==> config.mk <==
export PLATFORM = sky130hd
export DESIGN_NAME = des_perm_pipe_flat
export DESIGN_NICKNAME = d
export VERILOG_FILES = /design/src/rtl/des_perm_if.sv /design/src/rtl/des_perm_pipe.sv /design/src/flat_wrapper.sv
export SDC_FILE = /design/constraint.sdc
export NUM_CORES = 1
export LEC_CHECK = 0
export CAP_MARGIN = 20
export CORE_ASPECT_RATIO = 0.5
export CORE_MARGIN = 1.5
export CORE_UTILIZATION = 53
export DETAILED_ROUTE_END_ITERATION = 8
export GPL_TIMING_DRIVEN = 0
export PLACE_DENSITY = 0.82
export SYNTH_ARGS = -nofsm -noshare
export SYNTH_HDL_FRONTEND = slang
export SYNTH_SLANG_ARGS = --single-unit
==> constraint.sdc <==
create_clock -name clk -period 3.19 [get_ports clk]
set_clock_uncertainty 0.05 [all_clocks]
set_input_delay 0.319 -clock clk [delete_from_list [all_inputs] [get_ports clk]]
set_output_delay 0.319 -clock clk [all_outputs]
set_load 0.1 [all_outputs]
==> src/rtl/des_perm_if.sv <==
// Valid/ready stream bundle for the DES permutation pipeline.
// Words use DES bit numbering: bit 64 of the vector is DES bit 1.
interface des_perm_if;
  logic        in_valid;
  logic        in_ready;
  logic [1:0]  in_mode;
  logic [64:1] in_data;
  logic        out_valid;
  logic        out_ready;
  logic [1:0]  out_mode;
  logic [64:1] out_data;

  modport master (
    output in_valid, in_mode, in_data, out_ready,
    input  in_ready, out_valid, out_mode, out_data
  );

  modport slave (
    input  in_valid, in_mode, in_data, out_ready,
    output in_ready, out_valid, out_mode, out_data
  );
endinterface

==> src/rtl/des_perm_pipe.sv <==
// Elastic, STAGES-deep DES permutation pipeline (P, P^-1, IP, FP selectable per word).
// Define DES_PERM_CHECK_EN to compile in the inverse-permutation self-check driving chk_err.

// Pure wiring network: out bit i = in bit T[i], DES numbering.
module des_perm_net (
  input  logic [1:0]  mode,
  input  logic [64:1] data,
  output logic [64:1] perm
);
  localparam int P_TBL [32] = '{16, 7, 20, 21, 29, 12, 28, 17, 1, 15, 23, 26, 5, 18, 31, 10,
                                2, 8, 24, 14, 32, 27, 3, 9, 19, 13, 30, 6, 22, 11, 4, 25};
  localparam int PI_TBL [32] = '{9, 17, 23, 31, 13, 28, 2, 18, 24, 16, 30, 6, 26, 20, 10, 1,
                                 8, 14, 25, 3, 4, 29, 11, 19, 32, 12, 22, 7, 5, 27, 15, 21};
  localparam int IP_TBL [64] = '{58, 50, 42, 34, 26, 18, 10, 2, 60, 52, 44, 36, 28, 20, 12, 4,
                                 62, 54, 46, 38, 30, 22, 14, 6, 64, 56, 48, 40, 32, 24, 16, 8,
                                 57, 49, 41, 33, 25, 17, 9, 1, 59, 51, 43, 35, 27, 19, 11, 3,
                                 61, 53, 45, 37, 29, 21, 13, 5, 63, 55, 47, 39, 31, 23, 15, 7};
  localparam int FP_TBL [64] = '{40, 8, 48, 16, 56, 24, 64, 32, 39, 7, 47, 15, 55, 23, 63, 31,
                                 38, 6, 46, 14, 54, 22, 62, 30, 37, 5, 45, 13, 53, 21, 61, 29,
                                 36, 4, 44, 12, 52, 20, 60, 28, 35, 3, 43, 11, 51, 19, 59, 27,
                                 34, 2, 42, 10, 50, 18, 58, 26, 33, 1, 41, 9, 49, 17, 57, 25};

  logic [32:1] p_fwd;
  logic [32:1] p_inv;
  logic [64:1] ip;
  logic [64:1] fp;

  // DES bit k of an n-bit word lives at vector index n+1-k.
  for (genvar i = 1; i <= 32; i++) begin : g_p32
    assign p_fwd[33-i] = data[33-P_TBL[i-1]];
    assign p_inv[33-i] = data[33-PI_TBL[i-1]];
  end

  for (genvar i = 1; i <= 64; i++) begin : g_p64
    assign ip[65-i] = data[65-IP_TBL[i-1]];
    assign fp[65-i] = data[65-FP_TBL[i-1]];
  end

  always_comb begin
    case (mode)
      2'd0:    perm = {32'd0, p_fwd};
      2'd1:    perm = {32'd0, p_inv};
      2'd2:    perm = ip;
      default: perm = fp;
    endcase
  end
endmodule

module des_perm_pipe #(
  parameter int STAGES = 2
) (
  input  logic       clk,
  input  logic       rst_n,
  input  logic       flush,
  des_perm_if.slave  bus,
  output logic       chk_err
);
  logic [64:1]       perm_data;
  logic              accept;
  logic [STAGES-1:0] valid_q;
  logic [STAGES-1:0] hold;
  logic [STAGES-1:0] src_valid;
  logic [1:0]        mode_q   [STAGES];
  logic [1:0]        src_mode [STAGES];
  logic [64:1]       data_q   [STAGES];
  logic [64:1]       src_data [STAGES];

  des_perm_net u_fwd (
    .mode (bus.in_mode),
    .data (bus.in_data),
    .perm (perm_data)
  );

  // A stage holds only if it and every stage downstream of it is full and the sink stalls.
  for (genvar k = 0; k < STAGES; k++) begin : g_hold
    assign hold[k] = !bus.out_ready && (&valid_q[STAGES-1:k]);
  end

  assign bus.in_ready = !hold[0] && !flush;
  assign accept       = bus.in_valid && bus.in_ready;

  always_comb begin
    // NOTE: every combinational output is given a value on every path, so no latch is inferred.
    src_valid[0] = accept;
    src_mode[0]  = bus.in_mode;
    src_data[0]  = perm_data;
    for (int k = 1; k < STAGES; k++) begin
      src_valid[k] = valid_q[k-1];
      src_mode[k]  = mode_q[k-1];
      src_data[k]  = data_q[k-1];
    end
  end

  // NOTE: data/mode registers are reset too, so the output bus reads zero out of reset.
  always_ff @(posedge clk or negedge rst_n) begin
    if (!rst_n) begin
      valid_q <= '0;
      for (int k = 0; k < STAGES; k++) begin
        mode_q[k] <= '0;
        data_q[k] <= '0;
      end
    end else if (flush) begin
      valid_q <= '0;
    end else begin
      // NOTE: non-blocking updates let every stage sample its predecessor's old value.
      for (int k = 0; k < STAGES; k++) begin
        if (!hold[k]) begin
          valid_q[k] <= src_valid[k];
          mode_q[k]  <= src_mode[k];
          data_q[k]  <= src_data[k];
        end
      end
    end
  end

  assign bus.out_valid = valid_q[STAGES-1];
  assign bus.out_mode  = mode_q[STAGES-1];
  assign bus.out_data  = data_q[STAGES-1];

`ifdef DES_PERM_CHECK_EN
  logic [64:1] orig_q   [STAGES];
  logic [64:1] src_orig [STAGES];
  logic [64:1] inv_data;
  logic        mismatch;

  always_comb begin
    src_orig[0] = bus.in_data;
    for (int k = 1; k < STAGES; k++) begin
      src_orig[k] = orig_q[k-1];
    end
  end

  always_ff @(posedge clk or negedge rst_n) begin
    if (!rst_n) begin
      for (int k = 0; k < STAGES; k++) begin
        orig_q[k] <= '0;
      end
    end else if (!flush) begin
      for (int k = 0; k < STAGES; k++) begin
        if (!hold[k]) begin
          orig_q[k] <= src_orig[k];
        end
      end
    end
  end

  // Flipping mode bit 0 selects the inverse table: P<->P^-1, IP<->FP.
  des_perm_net u_inv (
    .mode (bus.out_mode ^ 2'b01),
    .data (bus.out_data),
    .perm (inv_data)
  );

  always_comb begin
    if (bus.out_mode[1]) begin
      mismatch = (inv_data != orig_q[STAGES-1]);
    end else begin
      mismatch = (inv_data[32:1] != orig_q[STAGES-1][32:1]);
    end
  end

  always_ff @(posedge clk or negedge rst_n) begin
    if (!rst_n) begin
      chk_err <= 1'b0;
    end else if (bus.out_valid && bus.out_ready && mismatch) begin
      chk_err <= 1'b1;
    end
  end
`else
  assign chk_err = 1'b0;
`endif
endmodule

==> src/flat_wrapper.sv <==
// flat-port wrapper written by rule: the top's interface ports become plain ports
module des_perm_pipe_flat 
#(
  parameter int STAGES = 2
)
  (clk, rst_n, flush, chk_err, bus_in_valid, bus_in_mode, bus_in_data, bus_out_ready, bus_in_ready, bus_out_valid, bus_out_mode, bus_out_data);
  des_perm_if bus_i ();
  input  logic clk;
  input  logic rst_n;
  input  logic flush;
  output logic chk_err;
  input wire logic [$bits(bus_i.in_valid)-1:0] bus_in_valid;
  input wire logic [$bits(bus_i.in_mode)-1:0] bus_in_mode;
  input wire logic [$bits(bus_i.in_data)-1:0] bus_in_data;
  input wire logic [$bits(bus_i.out_ready)-1:0] bus_out_ready;
  output wire logic [$bits(bus_i.in_ready)-1:0] bus_in_ready;
  output wire logic [$bits(bus_i.out_valid)-1:0] bus_out_valid;
  output wire logic [$bits(bus_i.out_mode)-1:0] bus_out_mode;
  output wire logic [$bits(bus_i.out_data)-1:0] bus_out_data;
  assign bus_i.in_valid = bus_in_valid;
  assign bus_i.in_mode = bus_in_mode;
  assign bus_i.in_data = bus_in_data;
  assign bus_i.out_ready = bus_out_ready;
  assign bus_in_ready = bus_i.in_ready;
  assign bus_out_valid = bus_i.out_valid;
  assign bus_out_mode = bus_i.out_mode;
  assign bus_out_data = bus_i.out_data;
  des_perm_pipe #(.STAGES(STAGES)) u_core (.clk(clk), .rst_n(rst_n), .flush(flush), .bus(bus_i), .chk_err(chk_err));
endmodule
## Word-level counts from Yosys, hierarchy flattened

Cells that the tools add are included.

| word-level totals | value |
|---|---|
| bits in registers | 134 |
| bits of input ports | 71 |

| cells by class | value |
|---|---|
| multiplexer cells | 4 |
| eq/ne operators | 4 |
| reductions and logical operators | 11 |
| bitwise gates (word level) | 3 |

Operator list:

| cell | count |
|---|---|
| $pmux 64 s3 | 1 |
| $reduce_and 2->1 | 3 |
| $logic_and 1x1->1 | 4 |
| $ne 2x2->1 const B | 2 |
| $logic_not 1->1 | 3 |
| $not 1->1 | 3 |
| $eq 2x1->1 const B | 1 |
| $eq 2x2->1 const B | 1 |
| $logic_not 2->1 | 1 |
| $mux 1 | 2 |
| $mux 2 | 1 |

## Depth between registers and ports, before layout

| depth | value |
|---|---|
| word-level depth | 7 |
| depth in mapped cells | 6 |
| depth with buffers taken out | 3 |

## Cells and area by module

From an unflattened synthesis, not the netlist that was laid out.

| second synthesis, totals | value |
|---|---|
| cells, all modules | 477 |
| area, all modules | 6962.9 sq um |

By module, submodules not included:

| module | area each (sq um) | seq. area each (sq um) | times used | cells an instance |
|---|---|---|---|---|
| des_perm_pipe | 5596.6 | 3353.2 | 1 | 356 |
| des_perm_net | 1366.3 | 0.0 | 1 | 121 |

## Worst setup path before layout

No wires, ideal clock.

| path | value |
|---|---|
| path kind | reg-to-reg |
| start point | register u_core.valid_q[1] |
| end point | register u_core.data_q[120] (netlist name) |
| data arrival time | 2.119 ns |
| data required time | 3.013 ns |
| cell stages (with the launch flop) | 6 |
| clock period less this slack | 2.296 ns |
| path slack | 0.894 ns |
| cells stage by stage | dfrtp_1 -> nor2b_2 -> a21oi_2 -> buf_4 -> buf_4 -> mux2_1 |

| on the way | value |
|---|---|
| cells in the longest elaborated chain, start to end | 4 |

RTL lines:

| element | line | text |
|---|---|---|
| from (decl) | des_perm_pipe.sv:60 | `logic [STAGES-1:0] valid_q;` |
| from (signal, indexed assignment) | des_perm_pipe.sv:108 | `valid_q[k] <= src_valid[k];` |
| $reduce_and 2->1 | des_perm_pipe.sv:76 | `assign hold[k] = !bus.out_ready && (&valid_q[STAGES-1:k]);` |
| $logic_and 1x1->1 | des_perm_pipe.sv:76 |  |
| $not 1->1 (no line) | n/a |  |
| $reduce_and 2->1 (no line) | n/a |  |
| to (signal, indexed assignment) | des_perm_pipe.sv:110 | `data_q[k] <= src_data[k];` |
| to (decl) | des_perm_pipe.sv:65 | `logic [64:1] data_q [STAGES];` |

No other way between the ends.
A chain may end at the register's enable or synchronous reset.

## Worst setup path in the final report

| path | value |
|---|---|
| start point | register u_core.valid_q[1] |
| end point | output port bus_in_ready |

| on the way | value |
|---|---|
| cells in the longest elaborated chain, start to end | 4 |

RTL lines:

| element | line | text |
|---|---|---|
| $reduce_and 2->1 | des_perm_pipe.sv:76 |  |
| $logic_and 1x1->1 | des_perm_pipe.sv:76 |  |
| $logic_not 1->1 | des_perm_pipe.sv:79 | `assign bus.in_ready = !hold[0] && !flush;` |
| $logic_and 1x1->1 | des_perm_pipe.sv:79 |  |
| to (decl) | flat_wrapper.sv:16 | `output wire logic [$bits(bus_i.in_ready)-1:0] bus_in_ready;` |

No other way between the ends.

==> results.sh <==
export IMPL_status="completed"
export IMPL_synth_edf_count=0
export IMPL_start_kind="flop"
export IMPL_core_area_um2=12700
export IMPL_cts_sink_count=134
export IMPL_pin_count=140
export IMPL_placement_rows=29
export IMPL_drv_cap=0
export IMPL_avgViaCountPerCell=5.33
export IMPL_crit_path_frequent_cell="buf_4"
export IMPL_rsz0062_at_grt="no"
export IMPL_place_congestion=0.871
export IMPL_ys_seq_elements=134
export IMPL_post_cts_buffers=0
export IMPL_grt_pass1_wl_um=26000
export IMPL_p_total_mw=6.64
export IMPL_cts_max_path_buffers=2
export IMPL_cts_root_buffer_cell="clkbuf_16"
export IMPL_fin_setup_tns_ns=0
export IMPL_r2r_slack_ns=1.22
export IMPL_synth_top_area_share_pct=48.6
export IMPL_cts_made_buffers=17
export IMPL_clk_pin_slew_ns=0.06
export IMPL_endpoint_kind="primary output"
export IMPL_grt_pass1_vias=4538
export IMPL_required_ns=2.82
export IMPL_arrival_ns=2.57
export IMPL_hold_violations=0
export IMPL_clock_fmax_mhz=340
export IMPL_io_buffers=137
export IMPL_synthArstFlopShare_pct=100
export IMPL_dpl_cell_area_um2=8510
export IMPL_syn_inst=478
export IMPL_synth_most_common_cell="dfrtp_1"
export IMPL_antennaDiodeCount=0
export IMPL_totalWireLength_um=16300
export IMPL_powerDensity_nw_per_um2=724
export IMPL_cpPeakStageDelay_ns=0.87
export IMPL_initial_core_util_pct=54.4
export IMPL_die_y_um=83.6
export IMPL_yosys_area_top_type="dfrtp_1"
export IMPL_seq_area_frac_synth_pct=48.6
export IMPL_synth_common_cells="dfrtp_1 (134), mux2_1 (97), buf_4 (77)"
export IMPL_slew_headroom_pct=34.1
export IMPL_antenna_found_initial=0
export IMPL_crit_type="reg -> out"
export IMPL_yosysUniqueCellTypes=19
export IMPL_fin_area_um2=9160
export IMPL_drt_iter0_markers=302
export IMPL_fin_util_pct=72.3
export IMPL_crit_path_cell_trace="nor2b_2 > a21oi_2 > buf_4 > buf_4 > dlygate4sd2_1"
export IMPL_cp_slowest_cell="dlygate4sd2_1"
export IMPL_synthesis_nets=549
export IMPL_firstDrtPassIters=5
export IMPL_grt_start_max_net_pins=91
export IMPL_drive_gt1_share_pct=28.7
export IMPL_critPathBufInv=3
export IMPL_yosys_top_cells_area="dfrtp_1 (49%), mux2_1 (16%), mux4_2 (8.5%)"
export IMPL_p_leak_nw=4.18
export IMPL_die_area_um2=13700
export IMPL_hold_path_class="in -> async"
export IMPL_instances_no_fill=818
export IMPL_ys_flop_type="dfrtp_1"
export IMPL_slew_viol_final=0
export IMPL_cp_top_family="buffers and inverters"
export IMPL_vias=4356
export IMPL_cts_tree="yes"
export IMPL_htreeDepth=4
export IMPL_dieWidth_um=164
export IMPL_yosys_warnings=0
export IMPL_tightest_slew_ns=0.985
export IMPL_grt_util_all_layers_pct=25.8
export IMPL_wl_per_cell_um=20.0
export IMPL_min_period_ns=2.94
export IMPL_drc=0
export IMPL_ant_nets=0
export IMPL_area_delta_synth_final_pct=32.9
export IMPL_finalCritPeriodShare_pct=92.3
export IMPL_avgSynthCellArea_um2=14.4
export IMPL_dp_cells=786
export IMPL_fin_nets=707
export IMPL_synth_area_um2=6890
export IMPL_grt_overflow_total=0
export IMPL_insertion_delay_ns=0.41
export IMPL_setup_viol=0
export IMPL_cp_max_fo=10
export IMPL_dpl_hpwl_um=12000
export IMPL_peakVddDrop_mv=0.444
[placed cells by master, fill, tap and decap left out, types with 7 or more instances in the layout]
| cell type | synthesis | routed |
|---|---|---|
| buf_2 | 11 | 11 |
| mux2i_1 | 46 | 46 |
| clkdlybuf4s50_1 | 0 | 135 |
| mux4_2 | 26 | 26 |
| mux2_2 | 17 | 17 |
| nor2b_1 | 30 | 30 |
| buf_4 | 77 | 77 |
| buf_6 | 6 | 7 |
| clkbuf_16 | 0 | 17 |
| mux2_4 | 16 | 16 |
| mux2_1 | 97 | 97 |
| dfrtp_1 | 134 | 134 |
[logic make-up after synthesis]
family,share of synthesized area (%)
AOI/OAI and AO/OA,0.345
buffers and inverters,10.4
DFF,48.6
muxes,37.3
other,0.0544
and+or+nand+nor,3.29
[metrics by stage]
stage          hold slack (ns)  setup WS [ns]
6_report                 0.345          0.247
5_1_grt                  0.363          0.171
4_1_cts                  0.354          0.235
3_5_place_dp             0.220         0.0835
3_3_place_gp             0.415          -3.43
2_1_floorplan          -0.0266          0.894
[worst paths after layout]
check                      cells past startpoint                       to          startpoint
setup reg to reg                               5  u_core.bus.out_data[12]   u_core.valid_q[1]
setup / recovery                               5             bus_in_ready   u_core.valid_q[1]
min in group clk                               1       u_core.data_q[113]  u_core.data_q[113]
hold reg to reg                                1       u_core.data_q[113]  u_core.data_q[113]
hold / removal                                 2  u_core.bus.out_data[21]               rst_n
max in group asynchronous                      3       u_core.data_q[125]               rst_n
[power breakdown]
group	internal [mW]	leakage (nW)	switching [mW]
logic	0.815	2.22	1.58
registers	1.97	1.65	0.149
clock network	1.41	0.306	0.719
[flip-flops by register name, indices dropped and copies added (netlist names)]
| register | count |
|---|---|
| u_core.data_q | 64 |
| u_core.valid_q | 2 |
| u_core.bus.out_data | 64 |
| u_core.bus.out_mode | 2 |
| u_core.mode_q | 2 |
[layer usage]
metal / wire (um) / share of wire (%) / track usage, % / vias up
met3: 845 / 5.2 / 5.17 / 18
met4: 180 / 1.1 / 6.78 / 0
met5: 0 / 0 / 0 / -
met1: 7400 / 45 / 36.1 / 2254
li1: - / - / - / 1938
met2: 7920 / 48 / 41.2 / 146
[layout make-up]
class | count | area (um^2)
fill | 861 | 3500
sequential | 134 | 3350
multi-input combinational | 246 | 2820
timing repair buffer | 139 | 1410
buffer | 96 | 708
clock buffer | 20 | 447
tap | 170 | 213
clock inverter | 11 | 200
inverter | 2 | 7.51
[timing repair]
| item | in CTS | in global routing |
|---|---|---|
| gates resized for setup | 1 | 0 |
| hold endpoints to repair | 44 | 0 |
| hold buffers | 1 | 0 |
| endpoints found under the setup margin | 1 | 0 |
Power figures use the tool's default switching activity.
